<file path="src/rtl/median_line_ctrl.sv">
`default_nettype none
// ============================================================================
// Module   : median_line_ctrl
// Purpose  : Line-buffer sequencer for the 5x5 binary median window. Tracks
//            video timing, drives the circular shared BRAM address/enable,
//            counts columns/lines and flags pixels with full KxK context.
// Config   : LINE_LEN_CHECK_EN - when defined, every line length is measured
//            against H_SIZE; LOCK_N good lines are needed to lock and a bad
//            line raises len_err and drops back to SYNC.
// Revision : 1.0 - initial release
// ============================================================================
module median_line_ctrl #(
  parameter int H_SIZE = 1664,
  parameter int ADDR_W = 11,
  parameter int LINE_W = 12,
  parameter int K      = 5,
  parameter int LOCK_N = 2
) (
  input  logic              clk,
  input  logic              rst,
  input  logic              de_in,
  input  logic              h_sync_in,
  input  logic              v_sync_in,
  output logic [ADDR_W-1:0] mem_addr,
  output logic              mem_en,
  output logic [LINE_W-1:0] col_cnt,
  output logic [LINE_W-1:0] line_cnt,
  output logic              window_valid,
  output logic              locked,
  output logic              len_err
);

  typedef enum logic [1:0] {
    ST_UNLOCKED = 2'd0,
    ST_SYNC     = 2'd1,
    ST_LOCKED   = 2'd2
  } state_t;

  localparam logic [ADDR_W-1:0] ADDR_LAST = ADDR_W'(H_SIZE - 1);
  localparam logic [LINE_W-1:0] CNT_MAX   = '1;
  localparam logic [LINE_W-1:0] WIN_MIN   = LINE_W'(K - 1);

  state_t            state_q, state_d;
  logic              vs_q, de_q;
  logic [ADDR_W-1:0] mem_addr_q, mem_addr_d;
  logic              mem_en_q, mem_en_d;
  logic [LINE_W-1:0] col_cnt_q, col_cnt_d;
  logic [LINE_W-1:0] line_cnt_q, line_cnt_d;
  logic              window_valid_q, window_valid_d;
  logic              locked_q, locked_d;
  logic [LINE_W-1:0] cur_col, cur_line;
  logic              vs_rise, de_rise, de_fall;

  // Horizontal sync carries no information the counters need.
  logic unused_h_sync;
  assign unused_h_sync = h_sync_in;

  assign vs_rise = v_sync_in & ~vs_q;
  assign de_rise = de_in & ~de_q;
  assign de_fall = ~de_in & de_q;

`ifdef LINE_LEN_CHECK_EN
  localparam int               LEN_W     = ADDR_W + 1;
  localparam int               GOOD_W    = $clog2(LOCK_N + 1);
  localparam logic [LEN_W-1:0] LEN_MAX   = '1;
  localparam logic [LEN_W-1:0] LEN_GOOD  = LEN_W'(H_SIZE);
  localparam logic [GOOD_W-1:0] GOOD_SAT = GOOD_W'(LOCK_N);
  localparam logic [GOOD_W-1:0] GOOD_PRE = GOOD_W'(LOCK_N - 1);

  logic [LEN_W-1:0]  len_cnt_q, len_cnt_d;
  logic [GOOD_W-1:0] good_q, good_d;
  logic              seen_q, seen_d;
  logic              len_err_q, len_err_d;

  // Measure rise-to-rise line length and run the lock state machine.
  // len_cnt loads 1 on a rising de, so at the next rise it equals the
  // number of clocks between the two rises.
  always_comb begin
    state_d   = state_q;
    good_d    = good_q;
    seen_d    = seen_q;
    len_err_d = 1'b0;
    len_cnt_d = len_cnt_q;
    if (de_rise)
      len_cnt_d = LEN_W'(1);
    else if (len_cnt_q != LEN_MAX)
      len_cnt_d = len_cnt_q + 1'b1;

    if (vs_rise) begin
      // Frame start wins; a coincident de rise only opens line 0.
      state_d = ST_SYNC;
      good_d  = '0;
      seen_d  = de_rise;
    end else if (de_rise) begin
      seen_d = 1'b1;
      if (seen_q && (state_q != ST_UNLOCKED)) begin
        if (len_cnt_q == LEN_GOOD) begin
          if (good_q != GOOD_SAT)
            good_d = good_q + 1'b1;
          if ((state_q == ST_SYNC) && (good_q >= GOOD_PRE))
            state_d = ST_LOCKED;
        end else begin
          len_err_d = 1'b1;
          good_d    = '0;
          state_d   = ST_SYNC;
        end
      end
    end
  end

  // Length-check registers.
  always_ff @(posedge clk or posedge rst) begin
    if (rst) begin
      len_cnt_q <= '0;
      good_q    <= '0;
      seen_q    <= 1'b0;
      len_err_q <= 1'b0;
    end else begin
      len_cnt_q <= len_cnt_d;
      good_q    <= good_d;
      seen_q    <= seen_d;
      len_err_q <= len_err_d;
    end
  end

  assign len_err = len_err_q;
`else
  // Lock state machine without length checking: the first line after a
  // frame start is trusted.
  always_comb begin
    state_d = state_q;
    if (vs_rise)
      state_d = ST_SYNC;
    else if (de_rise && (state_q == ST_SYNC))
      state_d = ST_LOCKED;
  end

  assign len_err = 1'b0;
`endif

  // BRAM address, pixel/line counters and window qualification.
  always_comb begin
    mem_addr_d = mem_addr_q;
    if (vs_rise)
      mem_addr_d = '0;
    else if (mem_en_q)
      mem_addr_d = (mem_addr_q == ADDR_LAST) ? '0 : mem_addr_q + 1'b1;

    // A frame start makes the current pixel (if any) col 0 of line 0.
    cur_col  = vs_rise ? '0 : col_cnt_q;
    cur_line = vs_rise ? '0 : line_cnt_q;

    col_cnt_d = col_cnt_q;
    if (vs_rise)
      col_cnt_d = {{(LINE_W-1){1'b0}}, de_in};
    else if (de_fall)
      col_cnt_d = '0;
    else if (de_in && (col_cnt_q != CNT_MAX))
      col_cnt_d = col_cnt_q + 1'b1;

    line_cnt_d = line_cnt_q;
    if (vs_rise)
      line_cnt_d = '0;
    else if (de_fall && (line_cnt_q != CNT_MAX))
      line_cnt_d = line_cnt_q + 1'b1;

    window_valid_d = de_in & locked_q & (cur_line >= WIN_MIN) & (cur_col >= WIN_MIN);
    locked_d       = (state_d == ST_LOCKED);
    mem_en_d       = (state_d != ST_UNLOCKED);
  end

  // State, edge history and registered outputs.
  always_ff @(posedge clk or posedge rst) begin
    if (rst) begin
      state_q        <= ST_UNLOCKED;
      vs_q           <= 1'b0;
      de_q           <= 1'b0;
      mem_addr_q     <= '0;
      mem_en_q       <= 1'b0;
      col_cnt_q      <= '0;
      line_cnt_q     <= '0;
      window_valid_q <= 1'b0;
      locked_q       <= 1'b0;
    end else begin
      state_q        <= state_d;
      vs_q           <= v_sync_in;
      de_q           <= de_in;
      mem_addr_q     <= mem_addr_d;
      mem_en_q       <= mem_en_d;
      col_cnt_q      <= col_cnt_d;
      line_cnt_q     <= line_cnt_d;
      window_valid_q <= window_valid_d;
      locked_q       <= locked_d;
    end
  end

  assign mem_addr     = mem_addr_q;
  assign mem_en       = mem_en_q;
  assign col_cnt      = col_cnt_q;
  assign line_cnt     = line_cnt_q;
  assign window_valid = window_valid_q;
  assign locked       = locked_q;

endmodule
`default_nettype wire

</file>
<file path="config.mk">
export PLATFORM = sky130hd
export DESIGN_NAME = median_line_ctrl
export DESIGN_NICKNAME = d
export VERILOG_FILES = /design/src/rtl/median_line_ctrl.sv
export SDC_FILE = /design/constraint.sdc
export NUM_CORES = 1
export LEC_CHECK = 0
export CORE_MARGIN = 2
export CORE_UTILIZATION = 57
export CTS_BUF_LIST = sky130_fd_sc_hd__clkbuf_8
export DETAILED_ROUTE_END_ITERATION = 10
export GPL_ROUTABILITY_DRIVEN = 0
export HOLD_SLACK_MARGIN = 0.05
export PLACE_DENSITY = 0.92
export SYNTH_ARGS = -nofsm -noshare
export SYNTH_HDL_FRONTEND = slang
export SYNTH_SLANG_ARGS = --single-unit
</file>
<file path="constraint.sdc">
create_clock -name clk -period 3.3 [get_ports clk]
set_input_delay 0.66 -clock clk [delete_from_list [all_inputs] [get_ports clk]]
set_output_delay 0.66 -clock clk [all_outputs]
set_load 0.005 [all_outputs]
</file>
==> metrics.yaml, run 1 <==
syn_area_per_cell_um2: 9.47
die_area_um2: 4440
nFillCells: 263
numCtsBuffers: 5
path_max_fanout: 14
crit_end: "line_cnt[9]"
yosys_warnings: 0
critPathCaptureType: "flop"
hold_viol_final: 0
drt_iter0_drc: 172
ys_ff_latch: 42
nNetsFinal: 283
period_share_pct: 73.1
setup_violations: 0
rsz0062_at_grt: "no"
cap_viol_max_count: 0
drc: 0
cts_hold_buf: 0
syn_nets: 244
clock-sinks: 42
die_y_um: 66.6
drt-pass1-iter-count: 4
die_width_um: 66.6
ir_drop_mv: 0.310
synthesis.area_um2: 2240
clkSlewWorstSetupHoldPaths_ps: 80
grt.total_usage_pct: 24.8
synth_cell_types: 44
seqCellArea_um2: 1050
slowest_stage: "clkdlybuf4s50_1"
synth_edf_count: 0
cp_cell_sequence: "clkdlybuf4s50_1 > and2b_1 > nand4_2 > or4_1 > a21oi_1"
root_buffer: "clkbuf_8"
port-buffer-count: 41
areaGrowthSynthToFinish_pct: 23.2
tns_ps: 0
rows: 22
grt_pass1_vias: 1813
ys.flop_type: "dfrtp_1"
r2r_slack_ps: 1530
h-tree-depth: 2
post_cts_buffers: 0
path_class: "in -> reg"
r2r-end: "col_cnt[9]"
rr_worst_depth: 5
overflow: 0
async_flop_share_pct: 100
startpoint: "de_in"
multiInputGateArea_um2: 1100
power.density_nw_per_um2: 409
timing.fmax_ghz: 0.414
required_ps: 3520
wl_mm: 4.90
post_cts_resized: 0
slew_headroom_pct: 49.6
rr_startpoint: "col_cnt[0]"
fin_cells: 324
start_util_pct: 60.2
synthCells: 236
worstPathArrival_ps: 2640
power.leakage_uw: 0.00111
antenna_cells: 0
synth_top_area_share_pct: 47.0
slowest_delay_ps: 640
vias_per_cell: 6.09
wire_per_inst_um: 15.1
dp_hpwl_mm: 3.36
drive_gt1_share_pct: 6.16
ant_nets: 0
min_path_type: "reg -> reg"
yosysSeqAreaShare_pct: 47.0
run_status: "completed"
io_pins: 44
synth_area_leaders: "dfrtp_1 (47%), nor2_1 (4.7%), a21oi_1 (3.6%)"
finClkSkew_ps: 7.51
worstSetupStartpointType: "primary input"
antenna_found_initial: 0
grt_pass1_wl_mm: 8.43
vias: 1973
worst_slew_pin_slew_ps: 751
grt_max_degree: 43
clock_path_buffers: 2
yosysTopAreaCell: "dfrtp_1"
finalCriticalPeriod_ps: 2410
cts_tree: "built"
dpl.cell_count: 316
core-area_um2: 3720
clk_latency_ps: 290
slew_viol_final: 0
## report_power, final
group	leakage [µW]	switching [µW]	internal [µW]
sequential	0.000564	49.2	550
combinational	0.000502	80.2	97.1
clock	0.0000472	181	168
total	0.00111	310	816
## per-layer routing
layer,up-vias,track usage (%),wire length [µm]
met1,969,34.7,2280
li1,943,-,-
met4,0,7.40,48
met2,57,40.0,2340
met3,4,3.55,229
met5,-,0,0
## sequential cells by signal, summed over array words and instances (netlist names)
name          flops
locked            1
state_q           2
window_valid      1
de_q              1
mem_addr         11
mem_en            1
vs_q              1
col_cnt          12
line_cnt         12
## Yosys cell counts (6+ instances only)
master,instances
a21oi_1,16
clkbuf_1,6
dfrtp_1,42
inv_1,7
nand2_1,15
nand3_1,8
nand4_1,8
nor2_1,28
nor3_1,7
o21ai_0,7
o31ai_1,7
or4_1,7
xor2_1,9
## stage by stage
step / instance area [µm²] / total power (µW) / hold slack (ps) / worst slack [ps] / util, %
CTS: 2760 / 1130 / 556 / 905 / 74.1
detailed placement: 2660 / 785 / 535 / 595 / 71.6
global placement: 2660 / 774 / 509 / 653 / 71.6
global route: 2760 / 1180 / 585 / 777 / 74.1
floorplan: 2240 / 690 / 483 / 1510 / -
finish: 2760 / 1130 / 566 / 887 / 74.1
## cells by family (layout without fill, tap and decap cells)
| logic type | after synthesis | in the layout | share of synthesized area (%) |
|---|---|---|---|
| fa+ha+maj | 3 | 3 | 1.68 |
| buf+inv | 18 | 58 | 3.92 |
| simple gates | 105 | 105 | 26.0 |
| mux | 2 | 2 | 0.895 |
| other cells | 1 | 1 | 0.168 |
| xor+xnor | 13 | 13 | 5.09 |
| flops | 42 | 42 | 47.0 |
| compound gates | 52 | 52 | 15.2 |
## how the worst min path moves through the flow
stage / end / slack [ps] / startpoint / cells after the start
floorplan: mem_en / 480 / state_q[0] / 1
global placement: mem_en / 510 / state_q[0] / 1
detailed placement: mem_en / 540 / state_q[0] / 1
CTS: mem_en / 560 / state_q[0] / 1
global route: mem_en / 590 / state_q[0] / 1
finish: mem_en / 570 / state_q[0] / 1
## worst max-delay path: cells and delay by family
family | cells | cell delay [ps]
buffers and inverters | 1 | 640
and+or+nand+nor | 3 | 1180
AOI/OAI and AO/OA | 1 | 150
## cell usage in the layout, fill, tap and decap left out, drive strengths merged, types with 5 or more instances in the layout
cell type      Yosys  final
a21oi             16     16
a31oi              5      5
and4               6      6
clkbuf             6      6
clkdlybuf4s50      0     41
dfrtp             42     42
inv                7      7
nand2             15     15
nand3              8      8
nand4              9      9
nor2              28     28
nor3               7      7
nor4               6      6
o21ai              9      9
o31ai              7      7
or4                7      7
xor2               9      9
## final cells by class
type / instances / share of cell area, %
multi-input combinational: 176 / 39.8
tap: 48 / 2.18
timing repair buffer: 43 / 15.4
clock inverter: 2 / 0.454
clock buffer: 6 / 3.00
inverter: 7 / 0.954
sequential: 42 / 38.1
No activity file was read; power rests on OpenSTA's default activity.
==> run 2, diff against run 1 <==
--- a/config.mk
+++ b/config.mk
@@ -6,12 +6,12 @@
 export NUM_CORES = 1
 export LEC_CHECK = 0
 export CORE_MARGIN = 2
-export CORE_UTILIZATION = 57
+export CORE_UTILIZATION = 48
 export CTS_BUF_LIST = sky130_fd_sc_hd__clkbuf_8
 export DETAILED_ROUTE_END_ITERATION = 10
 export GPL_ROUTABILITY_DRIVEN = 0
 export HOLD_SLACK_MARGIN = 0.05
-export PLACE_DENSITY = 0.92
+export PLACE_DENSITY = 0.83
 export SYNTH_ARGS = -nofsm -noshare
 export SYNTH_HDL_FRONTEND = slang
 export SYNTH_SLANG_ARGS = --single-unit
==> constraint.sdc (replaced) <==
create_clock -name clk -period 2 [get_ports clk]
set_input_delay 0.4 -clock clk [delete_from_list [all_inputs] [get_ports clk]]
set_output_delay 0.4 -clock clk [all_outputs]
set_load 0.005 [all_outputs]
==> run 2 against run 1 <==
  * Clock power grew 64%
  * Worst setup slack lost 740 ps
  * Hold slack lost 31 ps
  * Largest cell class unchanged
  * Cell count grew 4.9%
  * Routed wire length grew 2.7%
  * Global-route usage shrank 3.3 points
==> metrics.yaml, run 2 (same netlist as run 1, synthesis figures left out) <==
run_status: "completed"
cts_hold_buf: 0
antenna_found_initial: 0
grt_pass1_vias: 1851
fin_util_pct: 64.5
grt.total_usage_pct: 21.5
wire_per_inst_um: 14.8
path_buf_inv: 1
required_ps: 2230
die_width_um: 72.3
cts_tree: "built"
hold_viol_final: 0
vias_per_cell: 5.85
grt_pass1_wl_mm: 8.78
slowest_delay_ps: 560
layout_commonest_cell: "dfrtp_1"
antenna_cells: 0
finClkSkew_ps: 6.69
drt_iter0_drc: 98
wl_mm: 5.03
route.met2.wl_mm: 2.39
io_pins: 44
die_area_um2: 5220
cap_viol_max_count: 0
pwr-share-seq_pct: 52.9
post_cts_buffers: 0
rows: 24
slew_viol_final: 0
period_share_pct: 92.4
core-area_um2: 4410
path_max_fanout: 8
die_y_um: 72.3
path_depth: 5
grt_max_degree: 43
power.leakage_uw: 0.00117
path_class: "in -> reg"
r2r-end: "col_cnt[9]"
post_dp_cell_area_um2: 2760
power_frac_clock_pct: 30.9
worst_slew_pin_slew_ps: 596
worstPathArrival_ps: 2070
clock-sinks: 42
ir_drop_mv: 0.463
r2r_slack_ps: 240
clock_path_buffers: 2
min_path_type: "in -> async"
post_cts_resized: 0
clk_latency_ps: 300
drive_gt1_share_pct: 9.72
critPathTopFamily: "simple AND/OR/NAND/NOR gates"
drc: 0
finalCriticalPeriod_ps: 1850
startpoint: "de_in"
areaGrowthSynthToFinish_pct: 27.3
rsz0062_at_grt: "no"
wl_met1_mm: 2.30
fin_ws_ps: 152
clkSlewWorstSetupHoldPaths_ps: 80
drt-pass1-iter-count: 4
critPathCaptureType: "flop"
intPower_uw: 1350
overflow: 0
cp_cell_sequence: "clkdlybuf4s50_1 > and2b_1 > nand4_2 > or4_1 > a21oi_1"
worstSetupStartpointType: "primary input"
rr_worst_depth: 5
p_sw_uw: 506
numCtsBuffers: 5
slew_headroom_pct: 60.0
root_buffer: "clkbuf_8"
multiInputGateArea_um2: 1100
dp_hpwl_mm: 3.53
vias: 1990
port-buffer-count: 41
crit_end: "line_cnt[9]"
slowest_stage: "or4_1"
final_cell_mix: "dfrtp_1 (42), clkdlybuf4s50_1 (41), nor2_1 (28)"
seqCellArea_um2: 1050
nNetsFinal: 295
dr_wl_met3_um: 227
timing.fmax_ghz: 0.541
setup_violations: 0
power.density_nw_per_um2: 652
p_comb_share_pct: 16.2
swShare_pct: 27.3
top_layer_used: "met4"
rr_startpoint: "col_cnt[0]"
preCtsSetupSlack_ps: -117
ant_nets: 0
nFillCells: 372
design_area_um2: 2850
start_util_pct: 50.7
h-tree-depth: 2
-- run 2: cell count changes in the layout (fill, tap and decap cells not counted), sizes merged --
cell,delta
buf,+12
inv,+1
clkinvlp,-1
-- run 2: worst register-to-register path: stages (launching register included) --
cell	delay, ps
dfrtp_1	430
ha_1	260
and3_1	210
and4_4	230
or4_1	410
a21oi_1	150
-- run 2: stage by stage --
step / setup TNS, ps / cells / total power (µW) / hold slack, ps
2_1_floorplan: 0 / 236 / 1140 / 431
3_3_place_gp: -359 / 332 / 1290 / 511
3_5_place_dp: -686 / 332 / 1300 / 523
4_1_cts: 0 / 340 / 1880 / 553
5_1_grt: 0 / 340 / 1960 / 569
6_report: 0 / 340 / 1860 / 534
-- run 2: power groups by stage --
stage,registers (µW),logic (µW),clock network (µW)
floorplan,988,151,0
global placement,993,298,0
detailed placement,997,305,0
CTS,981,307,588
global route,991,339,629
finish,982,301,573
-- run 2: how the worst min path moves through the flow --
stage / from / to / slack, ps / cells after the start
after floorplan: de_in / de_q / 430 / 0
after global placement: state_q[0] / mem_en / 510 / 1
after detailed placement: state_q[0] / mem_en / 520 / 1
after CTS: rst / mem_addr[9] / 550 / 3
after global routing: state_q[0] / mem_en / 570 / 1
final: rst / col_cnt[7] / 530 / 3
-- run 2: layout make-up --
| cell class | instances | area share [%] |
|---|---|---|
| Timing Repair Buffer | 55 | 18.1 |
| Inverter | 7 | 0.923 |
| Sequential cell | 42 | 36.9 |
| Clock inverter | 2 | 0.308 |
| Multi-Input combinational cell | 176 | 38.5 |
| Tap cell | 52 | 2.29 |
| Clock buffer | 6 | 2.90 |
-- run 2: metal layers --
metal	global-route usage (%)	up-vias
met4	8.81	0
met1	29.3	955
met2	33.1	49
li1	-	973
met3	5.00	13
met5	0	-
==> run 3, diff against run 2 <==
--- a/config.mk
+++ b/config.mk
@@ -5,13 +5,15 @@
 export SDC_FILE = /design/constraint.sdc
 export NUM_CORES = 1
 export LEC_CHECK = 0
+export CORE_ASPECT_RATIO = 0.8
 export CORE_MARGIN = 2
-export CORE_UTILIZATION = 48
+export CORE_UTILIZATION = 40
 export CTS_BUF_LIST = sky130_fd_sc_hd__clkbuf_8
 export DETAILED_ROUTE_END_ITERATION = 10
 export GPL_ROUTABILITY_DRIVEN = 0
 export HOLD_SLACK_MARGIN = 0.05
-export PLACE_DENSITY = 0.83
+export PLACE_DENSITY = 0.72
+export SETUP_SLACK_MARGIN = 0.05
 export SYNTH_ARGS = -nofsm -noshare
 export SYNTH_HDL_FRONTEND = slang
 export SYNTH_SLANG_ARGS = --single-unit
==> run 3 against run 2 <==
  * Sequential power hardly changed
  * Final area up 1.5%
  * First-iteration DRC count is 28% higher
  * Via count decreased by 0.50%
  * Critical endpoint is now line_cnt[11]
  * Largest cell class unchanged
  * Core utilization fell by 11 points
  * Sequential cell count is the same
==> metrics.yaml, run 3 (same netlist as run 1, synthesis figures left out) <==
run_status: "completed"
vias_per_cell: 5.38
dp_hpwl_mm: 3.76
drt_iter0_drc: 125
setup_violations: 0
root_buffer: "clkbuf_8"
grt.total_usage_pct: 17.3
design_area_um2: 2890
start_util_pct: 41.1
pwr-share-seq_pct: 54.3
antenna_cells: 0
p_sw_uw: 488
critPathTopFamily: "simple AND/OR/NAND/NOR gates"
post_dp_cell_area_um2: 2810
drc: 0
rows: 24
hold_viol_final: 0
clock_path_buffers: 2
p_comb_share_pct: 17.5
period_share_pct: 90.6
areaGrowthSynthToFinish_pct: 29.2
drt-pass1-iter-count: 4
grt_pass1_wl_mm: 8.46
fin_hold_ws_ps: 544
grt_max_degree: 43
die_width_um: 87.6
wire_per_inst_um: 14.1
nNetsFinal: 298
path_depth: 5
post_cts_buffers: 0
die_y_um: 70.9
cap_viol_max_count: 0
slew_headroom_pct: 64.9
path_buf_inv: 1
worstPathArrival_ps: 2020
min_path_type: "in -> async"
cts_hold_buf: 0
numCtsBuffers: 5
layout_commonest_cell: "dfrtp_1"
grt_pass1_vias: 1827
power.leakage_uw: 0.00118
multiInputGateArea_um2: 1100
power.density_nw_per_um2: 624
slowest_stage: "or4_1"
worst_slew_pin_slew_ps: 527
path_class: "in -> reg"
p_total_uw: 1800
finalCriticalPeriod_ps: 1810
timing.fmax_ghz: 0.552
fin_util_pct: 53.2
ant_nets: 0
io_pins: 44
nFillCells: 499
antenna_found_initial: 0
drive_gt1_share_pct: 10.7
worstSetupStartpointType: "primary input"
intPower_uw: 1310
startpoint: "de_in"
r2r-end: "col_cnt[9]"
cp_cell_sequence: "clkdlybuf4s50_1 > and2b_1 > nand4_2 > or4_1 > a21oi_1"
wl_mm: 5.18
r2r_slack_ps: 230
finClkSkew_ps: 8.20
h-tree-depth: 2
crit_end: "line_cnt[11]"
core-area_um2: 5440
fin_cells: 368
clkSlewWorstSetupHoldPaths_ps: 80
swShare_pct: 27.1
rr_worst_depth: 5
required_ps: 2210
dpl.cell_count: 361
slew_viol_final: 0
cts_tree: "built"
rsz0062_at_grt: "no"
clk_latency_ps: 290
die_area_um2: 6210
rr_startpoint: "col_cnt[0]"
post_cts_resized: 0
power_frac_clock_pct: 28.2
path_max_fanout: 6
ir_drop_mv: 0.414
clock-sinks: 42
slowest_delay_ps: 530
final_cell_mix: "dfrtp_1 (42), clkdlybuf4s50_1 (41), nor2_1 (28)"
port-buffer-count: 41
vias: 1980
critPathCaptureType: "flop"
overflow: 0
seqCellArea_um2: 1050
-- run 3: layout make-up --
type / count / share of cell area, %
Timing Repair Buffer: 58 / 18.6
Clock buffer: 5 / 2.38
Clock inverter: 2 / 0.346
Inverter: 7 / 0.909
Sequential cell: 42 / 36.4
Tap cell: 78 / 3.38
Multi-Input combinational cell: 176 / 38.0
-- run 3: worst min path at each step --
stage                             to       start
after floorplan                 de_q       de_in
after global placement        mem_en  state_q[0]
after detailed placement      mem_en  state_q[0]
after CTS                     mem_en  state_q[0]
after global routing          mem_en  state_q[0]
final                     col_cnt[9]         rst
-- run 3: worst reg2reg max path, delay by kind of cell (launching register included) --
| kind | cells | cell delay [ps] |
|---|---|---|
| AO/OA/AOI/OAI | 1 | 160 |
| flip-flops | 1 | 430 |
| AND/OR/NAND/NOR | 3 | 850 |
| adder cells (fa/ha/maj) | 1 | 270 |
-- run 3: power groups by stage --
stage | clock network (µW) | registers, µW | logic, µW
2_1_floorplan | 0 | 988 | 151
3_3_place_gp | 0 | 995 | 307
3_5_place_dp | 0 | 994 | 318
4_1_cts | 524 | 979 | 320
5_1_grt | 551 | 990 | 348
6_report | 509 | 979 | 315
-- run 3: per-stage QoR --
step                TNS [ps]  worst slack (ps)
detailed placement      -462             -94.7
CTS                        0               189
finish                     0               187
global placement        -146             -34.0
floorplan                  0               269
global route               0              85.2
-- run 3: layer usage --
metal  wire length, µm  track usage [%]  vias up
li1                  -                -      975
met1              2490             24.2      964
met2              2480             26.8       36
met3               159             3.85        5
met4                44             5.81        0
met5                 0                0        -
